==> config.mk <==
export PLATFORM = sky130hd
export DESIGN_NAME = fpnew_f2icast
export DESIGN_NICKNAME = d
export VERILOG_FILES = /design/src/rtl/fpnew_f2icast.sv
export SDC_FILE = /design/constraint.sdc
export NUM_CORES = 1
export LEC_CHECK = 0
export BUFFER_PORTS_ARGS = -buffer_cell sky130_fd_sc_hd__buf_2
export CORE_ASPECT_RATIO = 2
export CORE_MARGIN = 2
export CORE_UTILIZATION = 46
export CTS_BUF_LIST = sky130_fd_sc_hd__clkbuf_4 sky130_fd_sc_hd__clkbuf_8 sky130_fd_sc_hd__clkbuf_16
export DETAILED_ROUTE_END_ITERATION = 10
export PLACE_DENSITY = 0.65
export SYNTH_ARGS = -nofsm -noshare
export SYNTH_HDL_FRONTEND = slang
export SYNTH_SLANG_ARGS = --single-unit
export TNS_END_PERCENT = 50
==> constraint.sdc <==
create_clock -name clk_i -period 5.8 [get_ports clk_i]
set_clock_uncertainty 0.2 [all_clocks]
set_input_delay 0.87 -clock clk_i [delete_from_list [all_inputs] [get_ports clk_i]]
set_output_delay 0.87 -clock clk_i [all_outputs]
set_load 0.05 [all_outputs]
==> src/rtl/fpnew_f2icast.sv <==
// ---------------------------------------------------------------------------
// fpnew_f2icast
//   Three-stage pipelined FP32 -> int32 / uint32 conversion.
//
//   S1 : unpack and classify the operand (zero/subnormal, normal, Inf, NaN),
//        compute the unbiased exponent.
//   S2 : align the significand into a 33-bit integer magnitude plus round
//        and sticky bits.
//   S3 : round per mode, saturate, apply sign, produce status flags.
//
//   Each stage has its own valid bit and advances when it is empty or the
//   following stage accepts, so the pipeline holds up to three operations
//   under backpressure and streams one per cycle otherwise.
//
//   Ports
//     clk_i        clock, rising edge
//     rst_ni       synchronous active-low reset
//     operand_i    FP32 source operand
//     rnd_mode_i   0 RNE, 1 RTZ, 2 RDN, 3 RUP, 4 RMM, others RNE
//     op_mod_i     0 signed int32, 1 unsigned uint32
//     tag_i        opaque tag carried with the operation
//     in_valid_i   / in_ready_o   operation handshake
//     flush_i      discard all operations in flight
//     result_o     integer result
//     status_o     {NV, DZ, OF, UF, NX}
//     tag_o        tag of the result currently presented
//     out_valid_o  / out_ready_i  result handshake
//     busy_o       any stage holds a valid operation
// ---------------------------------------------------------------------------
module fpnew_f2icast #(
  parameter type TagType = logic
) (
  input  logic        clk_i,
  input  logic        rst_ni,
  input  logic [31:0] operand_i,
  input  logic [2:0]  rnd_mode_i,
  input  logic        op_mod_i,
  input  TagType      tag_i,
  input  logic        in_valid_i,
  output logic        in_ready_o,
  input  logic        flush_i,
  output logic [31:0] result_o,
  output logic [4:0]  status_o,
  output TagType      tag_o,
  output logic        out_valid_o,
  input  logic        out_ready_i,
  output logic        busy_o
);

  typedef enum logic [2:0] {
    RNE = 3'd0,
    RTZ = 3'd1,
    RDN = 3'd2,
    RUP = 3'd3,
    RMM = 3'd4
  } rnd_e;

  // -------------------------------------------------------------------------
  // Pipeline control
  // -------------------------------------------------------------------------
  logic s1_valid, s2_valid, s3_valid;
  logic s1_en, s2_en, s3_en;

  assign s3_en       = !s3_valid || out_ready_i;
  assign s2_en       = !s2_valid || s3_en;
  assign s1_en       = !s1_valid || s2_en;
  assign in_ready_o  = s1_en;
  assign out_valid_o = s3_valid;
  assign busy_o      = s1_valid || s2_valid || s3_valid;

  // NOTE: only the valid bits are reset; the payload registers below are
  // qualified by them, so clearing the payload would add reset fan-out for
  // no functional gain.
  always_ff @(posedge clk_i) begin
    if (!rst_ni || flush_i) begin
      s1_valid <= 1'b0;
      s2_valid <= 1'b0;
      s3_valid <= 1'b0;
    end else begin
      if (s1_en) s1_valid <= in_valid_i;
      if (s2_en) s2_valid <= s1_valid;
      if (s3_en) s3_valid <= s2_valid;
    end
  end

  // -------------------------------------------------------------------------
  // S1: unpack / classify
  // -------------------------------------------------------------------------
  logic              s1_sign;
  logic signed [9:0] s1_exp;     // unbiased exponent
  logic [23:0]       s1_mant;    // significand with hidden bit
  logic              s1_nan;
  logic              s1_inf;
  logic              s1_tiny;    // zero or subnormal: magnitude below 1
  rnd_e              s1_rnd;
  logic              s1_op_mod;
  TagType            s1_tag;

  logic [7:0]  in_exp;
  logic [22:0] in_frac;

  assign in_exp  = operand_i[30:23];
  assign in_frac = operand_i[22:0];

  always_ff @(posedge clk_i) begin
    if (s1_en && in_valid_i) begin
      s1_sign   <= operand_i[31];
      s1_exp    <= $signed({2'b00, in_exp}) - 10'sd127;
      s1_mant   <= {in_exp != 8'd0, in_frac};
      s1_nan    <= (in_exp == 8'hFF) && (in_frac != 23'd0);
      s1_inf    <= (in_exp == 8'hFF) && (in_frac == 23'd0);
      s1_tiny   <= (in_exp == 8'd0);
      s1_rnd    <= rnd_e'(rnd_mode_i);
      s1_op_mod <= op_mod_i;
      s1_tag    <= tag_i;
    end
  end

  // -------------------------------------------------------------------------
  // S2: alignment
  //   For exponents in [-1, 32] the significand is shifted left by (e + 1),
  //   which places the binary point 24 bits up from the LSB: bits [56:24]
  //   are the integer magnitude, bit 23 the round bit, [22:0] the sticky
  //   field. Larger exponents cannot fit any result range; smaller ones
  //   leave only a nonzero sticky.
  // -------------------------------------------------------------------------
  logic [56:0] align_shifted;
  logic [5:0]  align_shamt;
  logic [32:0] align_int;
  logic        align_round;
  logic        align_sticky;
  logic        align_huge;

  // NOTE: every always_comb output receives a default first, so no path
  // through the branches can leave a value held and infer a latch.
  always_comb begin
    align_shifted = '0;
    align_shamt   = '0;
    align_int     = '0;
    align_round   = 1'b0;
    align_sticky  = 1'b0;
    align_huge    = s1_inf;
    if (s1_nan || s1_inf) begin
      // Handled entirely in S3.
    end else if (s1_tiny) begin
      align_sticky = |s1_mant;
    end else if (s1_exp > 10'sd32) begin
      align_huge = 1'b1;
    end else if (s1_exp < -10'sd1) begin
      align_sticky = 1'b1;
    end else begin
      align_shamt   = 6'(s1_exp + 10'sd1);
      align_shifted = 57'(s1_mant) << align_shamt;
      align_int     = align_shifted[56:24];
      align_round   = align_shifted[23];
      align_sticky  = |align_shifted[22:0];
    end
  end

  logic        s2_sign;
  logic [32:0] s2_int;
  logic        s2_round;
  logic        s2_sticky;
  logic        s2_nan;
  logic        s2_huge;
  rnd_e        s2_rnd;
  logic        s2_op_mod;
  TagType      s2_tag;

  always_ff @(posedge clk_i) begin
    if (s2_en && s1_valid) begin
      s2_sign   <= s1_sign;
      s2_int    <= align_int;
      s2_round  <= align_round;
      s2_sticky <= align_sticky;
      s2_nan    <= s1_nan;
      s2_huge   <= align_huge;
      s2_rnd    <= s1_rnd;
      s2_op_mod <= s1_op_mod;
      s2_tag    <= s1_tag;
    end
  end

  // -------------------------------------------------------------------------
  // S3: round, saturate, apply sign
  // -------------------------------------------------------------------------
  logic        round_up;
  logic        inexact;
  logic [33:0] rounded;
  logic        out_of_range;
  logic        invalid;
  logic [31:0] cast_result;
  logic [4:0]  cast_status;

  always_comb begin
    inexact = s2_round || s2_sticky;
    case (s2_rnd)
      RTZ:     round_up = 1'b0;
      RDN:     round_up = s2_sign && inexact;
      RUP:     round_up = !s2_sign && inexact;
      RMM:     round_up = s2_round;
      default: round_up = s2_round && (s2_sticky || s2_int[0]);
    endcase

    rounded = {1'b0, s2_int} + 34'(round_up);

    // A negative unsigned cast is legal only when it rounds to zero; the
    // signed negative limit is one larger than the positive one.
    if (s2_op_mod) begin
      out_of_range = s2_sign ? (rounded != 34'd0) : (rounded > 34'hFFFF_FFFF);
    end else begin
      out_of_range = s2_sign ? (rounded > 34'h8000_0000) : (rounded > 34'h7FFF_FFFF);
    end

    invalid     = s2_nan || s2_huge || out_of_range;
    cast_result = rounded[31:0];
    if (s2_nan || (invalid && !s2_sign)) begin
      cast_result = s2_op_mod ? 32'hFFFF_FFFF : 32'h7FFF_FFFF;
    end else if (invalid) begin
      cast_result = s2_op_mod ? 32'h0000_0000 : 32'h8000_0000;
    end else if (s2_sign) begin
      // Two's complement of the magnitude; 2^31 maps onto itself.
      cast_result = s2_op_mod ? 32'd0 : (32'd0 - rounded[31:0]);
    end

    cast_status = {invalid, 3'b000, !invalid && inexact};
  end

  TagType s3_tag;

  always_ff @(posedge clk_i) begin
    if (s3_en && s2_valid) begin
      result_o <= cast_result;
      status_o <= cast_status;
      s3_tag   <= s2_tag;
    end
  end

  assign tag_o = s3_tag;

endmodule

Yosys cells after proc, flatten, opt, wreduce, memory -nomap -nowiden. Index checks and enable logic that the tools add are counted.

Register bits after elaboration: 123. Bits of input ports: 42. Output and inout bits: 41. Word-level logic and storage cells: 91.

Add/sub/neg operators: 4. $lt $le $gt $ge: 5. Equal/unequal tests: 5. Shift operators: 1. Muxes and demuxes: 16. Reductions and logical operators: 36.

Operators by type and width (count): 32-bit 2-to-1 mux (6); 34-bit by 32-bit > comparator with 1-bit output, second input constant (2); 24-bit by 6-bit << shifter with 57-bit output (1); 33-bit by 1-bit adder with 34-bit output (1); 34-bit by 31-bit > comparator with 1-bit output, second input constant (1); 34-bit nonzero test (1); 1-bit by 32-bit subtractor with 32-bit output, first input constant (1); 24-bit OR reduction (1); 23-bit logical NOT (1); 23-bit nonzero test (1); 23-bit OR reduction (1); 1-bit logical OR (12); 1-bit logical AND (10); 9-bit by 7-bit > comparator with 1-bit output, second input constant (1); 9-bit by 1-bit < comparator with 1-bit output, second input constant (1); 1-bit 2-to-1 mux (9); 8-bit by 7-bit subtractor with 9-bit output, second input constant (1); 8-bit == test, second input constant (1); 8-bit logical NOT (1); 8-bit nonzero test (1); 6-bit by 2-bit adder with 6-bit output, second input constant (1); 3-bit by 2-bit == test with 1-bit output, second input constant (2); 1-bit logical NOT (6); 1-bit case mux with 4 select lines (1); other kinds (3) (3).

Logic depth before layout (Yosys ltp).
Depth in word-level cells: 11. Depth in mapped cells: 19.

Least setup slack after synthesis. No wires, ideal clock.

Path kind: input to register. Start: in out_ready_i. End: reg s2_huge (enable). Arrival time: 4123 ps. Data required time: 5091 ps. Slack: 968 ps. Stages on the path: 2. Path through: nor2b_1 a21boi_0.

Cells in the longest elaborated chain, start to end: 3.

RTL lines: start, declared (line 46) `input logic out_ready_i,`; 1-bit logical OR (line 64) `assign s3_en = !s3_valid || out_ready_i;`; 1-bit logical OR (line 65) `assign s2_en = !s2_valid || s3_en;`; 1-bit logical AND (line 171) `if (s2_en && s1_valid) begin`; end signal, assigned (line 177) `s2_huge <= align_huge;`; end, declared (line 165) `logic s2_huge;`.

Every way passes these cells. A chain may end at the register's enable or synchronous reset.

Worst setup path after layout.
Start: reg s2_rnd[0]. End: reg result_o[2], data pin.

Cells in the longest elaborated chain, start to end: 10. Elaborated cells between the ends (all ways): 21.

RTL lines: start, declared (line 166) `rnd_e s2_rnd;`; start signal, assigned (line 178) `s2_rnd <= s1_rnd;`; 3-bit == test (tied with other cells) (line 197) `case (s2_rnd)`; 1-bit case mux with 4 select lines * (line 197); 33-bit by 1-bit adder with 34-bit output * (line 205) `rounded = {1'b0, s2_int} + 34'(round_up);`; 34-bit by 31-bit > comparator with 1-bit output (tied with other cells) (line 212) `out_of_range = s2_sign ? (rounded > 34'h8000_0000) : (rounded > 34'h7FFF_FFFF);`; 1-bit 2-to-1 mux (on tied branches) (line 212, 210); 1-bit 2-to-1 mux (line 209) `if (s2_op_mod) begin`; 1-bit logical OR (line 215) `invalid = s2_nan || s2_huge || out_of_range;`; 1-bit logical AND (line 217) `if (s2_nan || (invalid && !s2_sign)) begin`; 1-bit logical OR (line 217); 32-bit 2-to-1 mux * (line 217); end signal, assigned (line 233) `result_o <= cast_result;`; end, declared (line 42) `output logic [31:0] result_o,`.

Mark *: on every way between the ends. The rest lies on a longest branch, timed or not.

==> flow_metrics.tcl <==
set metrics [dict create \
    n_antenna_cell 0 \
    fmax_ghz 0.221 \
    holdBufCountCts 0 \
    async_reset_ff_share_pct 0 \
    port_buffers 79 \
    row_count 70 \
    start_util_pct 46.6 \
    synth_top_area_share_pct 42.5 \
    netlist-cell-type-count 75 \
    clockBufferDepth 2 \
    clock_sinks 123 \
    vias 6795 \
    period_share_pct 77.8 \
    rsz0062_at_grt "false" \
    setup_viol 0 \
    fp.dieH_um 196 \
    maxSlewViolCount 0 \
    antenna_left 0 \
    arrival_ns 4.46 \
    grt_max_degree 38 \
    root_buffer "clkbuf_16" \
    final_cell_mix "120 x edfxtp_1, 79 x buf_2, 72 x nor2_1" \
    wl_per_cell_um 19.0 \
    layout_min_cycle_time_ns 4.52 \
    yosys_warnings 0 \
    synth-edff-count 120 \
    yosys.area.top_type "edfxtp_1" \
    cts_resized 0 \
    synth_flop_cell "edfxtp_1" \
    critical_path.max_fanout 31 \
    place_congestion 0.966 \
    cts_setup_buffers 0 \
    synthTopCellsByArea "edfxtp_1 42%, xnor2_1 5.0%, mux2i_1 4.1%" \
    outcome "completed" \
    cts_buffers 17 \
    finalHoldViolCount 0 \
    tightest_slew_ns 0.995 \
    cp-end-kind "flop" \
    via_per_inst 6.02 \
    slew_headroom_pct 33.6 \
    ys_ff_latch 123 \
    syn-instance-count 829 \
    grt_antenna_before_repair 0 \
    worstSetupStartpointType "flop" \
    cts_tree "yes" \
    path_clk_slew_ns 0.06 \
    die-width_um 100 \
    drive_above_1_share_pct 23.1 \
    grt_pass1_wl_um 33900 \
    grt_remaining_overflow 0 \
    yosysSeqAreaShare_pct 43.2 \
    coreArea_um2 18200 \
    htreeDepth 4 \
    drtPass1Iterations 5 \
    rr_startpoint "s2_rnd[0]" \
    peakVddDrop_uv 237 \
    min_path_type "reg2reg" \
    grt_pass1_vias 6660 \
    p_leak_nw 3.48 \
    dieArea_um2 19600 \
    final_common_cell "edfxtp_1" \
    criticalPathCategory "reg2reg" \
    syn_to_final_growth_pct 14.0 \
    dp_hpwl_um 17000 \
    io_pins 83 \
    cap_violations 0 \
    fin_util_pct 53.1 \
    power_density_nw_per_um2 269 \
    worstHoldStart "s1_rnd[2]" \
    drc_errors 0 \
    drt_iter0_drc 362 \
    syn_area_um2 8490 \
    grt_usage_pct 22.5 \
    routed_wl_um 21500 \
    setup-tns-final_ns 0 \
    startpoint "s2_rnd[0]" \
    avgSynthCellArea_um2 10.2 \
    clock_latency_ns 0.41 \
    layout.nets 949 \
    worst-endpoint-required_ns 5.74 \
]
==> through the flow <==
| step | total power, mW | area (um^2) | cells | setup slack (ns) | hold slack [ns] |
|---|---|---|---|---|---|
| 5_1_grt | 2.69 | 9680 | 1128 | 0.886 | 0.217 |
| 3_3_place_gp | 1.58 | 9100 | 1096 | 1.48 | 0.202 |
| 2_1_floorplan | 1.41 | 8490 | 831 | 0.968 | 0.200 |
| 6_report | 2.60 | 9680 | 1128 | 1.28 | 0.218 |
| 3_5_place_dp | 1.58 | 9100 | 1096 | 1.38 | 0.206 |
| 4_1_cts | 2.60 | 9680 | 1128 | 1.29 | 0.218 |
==> cells in the mapped netlist (4+ instances only) <==
| cell | instances |
|---|---|
| o21ai_0 | 39 |
| mux2i_1 | 35 |
| xor2_1 | 23 |
| xnor2_1 | 48 |
| a21oi_1 | 31 |
| mux2_2 | 9 |
| nand4_1 | 15 |
| and4_1 | 7 |
| nand2_1 | 66 |
| inv_1 | 18 |
| clkbuf_1 | 17 |
| nor2b_1 | 6 |
| buf_2 | 16 |
| buf_4 | 6 |
| and2_1 | 7 |
| a22o_1 | 5 |
| o22ai_1 | 9 |
| or3_1 | 6 |
| a31oi_1 | 14 |
| nor3_1 | 26 |
| nor4_1 | 17 |
| nand2b_1 | 7 |
| o31ai_1 | 12 |
| o2bb2ai_1 | 5 |
| a211oi_1 | 11 |
| or2_2 | 5 |
| o32ai_1 | 4 |
| nor2_1 | 72 |
| and3_1 | 11 |
| ha_1 | 8 |
| o21ai_2 | 31 |
| buf_6 | 4 |
| edfxtp_1 | 120 |
| mux4_2 | 11 |
| buf_1 | 4 |
| nand3_1 | 33 |
| nor4b_1 | 4 |
| o211ai_1 | 4 |
==> registers in the layout, summed over array words and instances (netlist names), 2 cells and up <==
signal and flops:
status_o 2, s1_exp 9, s1_mant 24, s2_int 33, result_o 32, s1_rnd 3, s2_rnd 3
==> metal layers <==
metal,global-route usage (%),vias up,part of all wire [%]
li1,-,3308,-
met1,19.1,3178,31
met2,45.2,228,58
met3,2.89,81,3.0
met4,16.1,0,7.1
met5,0,-,0
==> worst paths after layout <==
path	endpoint	slack [ns]	cells past startpoint
setup / recovery	result_o[2]	1.28	14
hold / removal	s2_rnd[2]	0.22	0
setup reg to reg	result_o[2]	1.28	14
hold reg to reg	s2_rnd[2]	0.22	0
==> final cells by class <==
cell class                      instances  area, um^2
Sequential cell                       123        3660
Timing Repair Buffer                   96         523
Inverter                               18        67.6
Clock buffer                           17         425
Tap cell                              216         270
Clock inverter                         15         150
Multi-Input combinational cell        643        4580
Fill cell                            1676        8540
==> kinds of logic (layout without fill, tap and decap cells) <==
family / count (synthesis) / after routing / synth area share [%]
DFF: 123 / 123 / 43.2
adders and majority gates: 8 / 8 / 1.18
other: 1 / 3 / 0.0442
buffers and inverters: 65 / 146 / 3.73
and+or+nand+nor: 304 / 304 / 19.0
muxes: 55 / 55 / 8.24
AOI/OAI and AO/OA: 202 / 202 / 17.3
xor gates and xnor gates: 71 / 71 / 7.33
==> critical path: stages, from the launching register on <==
cell and delay (ns):
edfxtp_1 0.40, nor2_1 0.15, o21ai_0 0.10, nand2_1 0.08, a21oi_1 0.06, nor2_1 0.09
ha_1 0.36, and3_1 0.50, nand4_1 0.31, nor4_1 0.61, xor2_1 0.19, mux2i_1 0.45
a22o_1 0.22, buf_4 0.40, nand2_1 0.11
==> power by group <==
| group | internal, mW | switching [mW] | total, mW |
|---|---|---|---|
| clock network | 0.631 | 0.394 | 1.03 |
| registers | 1.00 | 0.0278 | 1.03 |
| logic | 0.198 | 0.348 | 0.546 |
| total | 1.83 | 0.771 | 2.60 |
(Power assumes the default switching activity.)
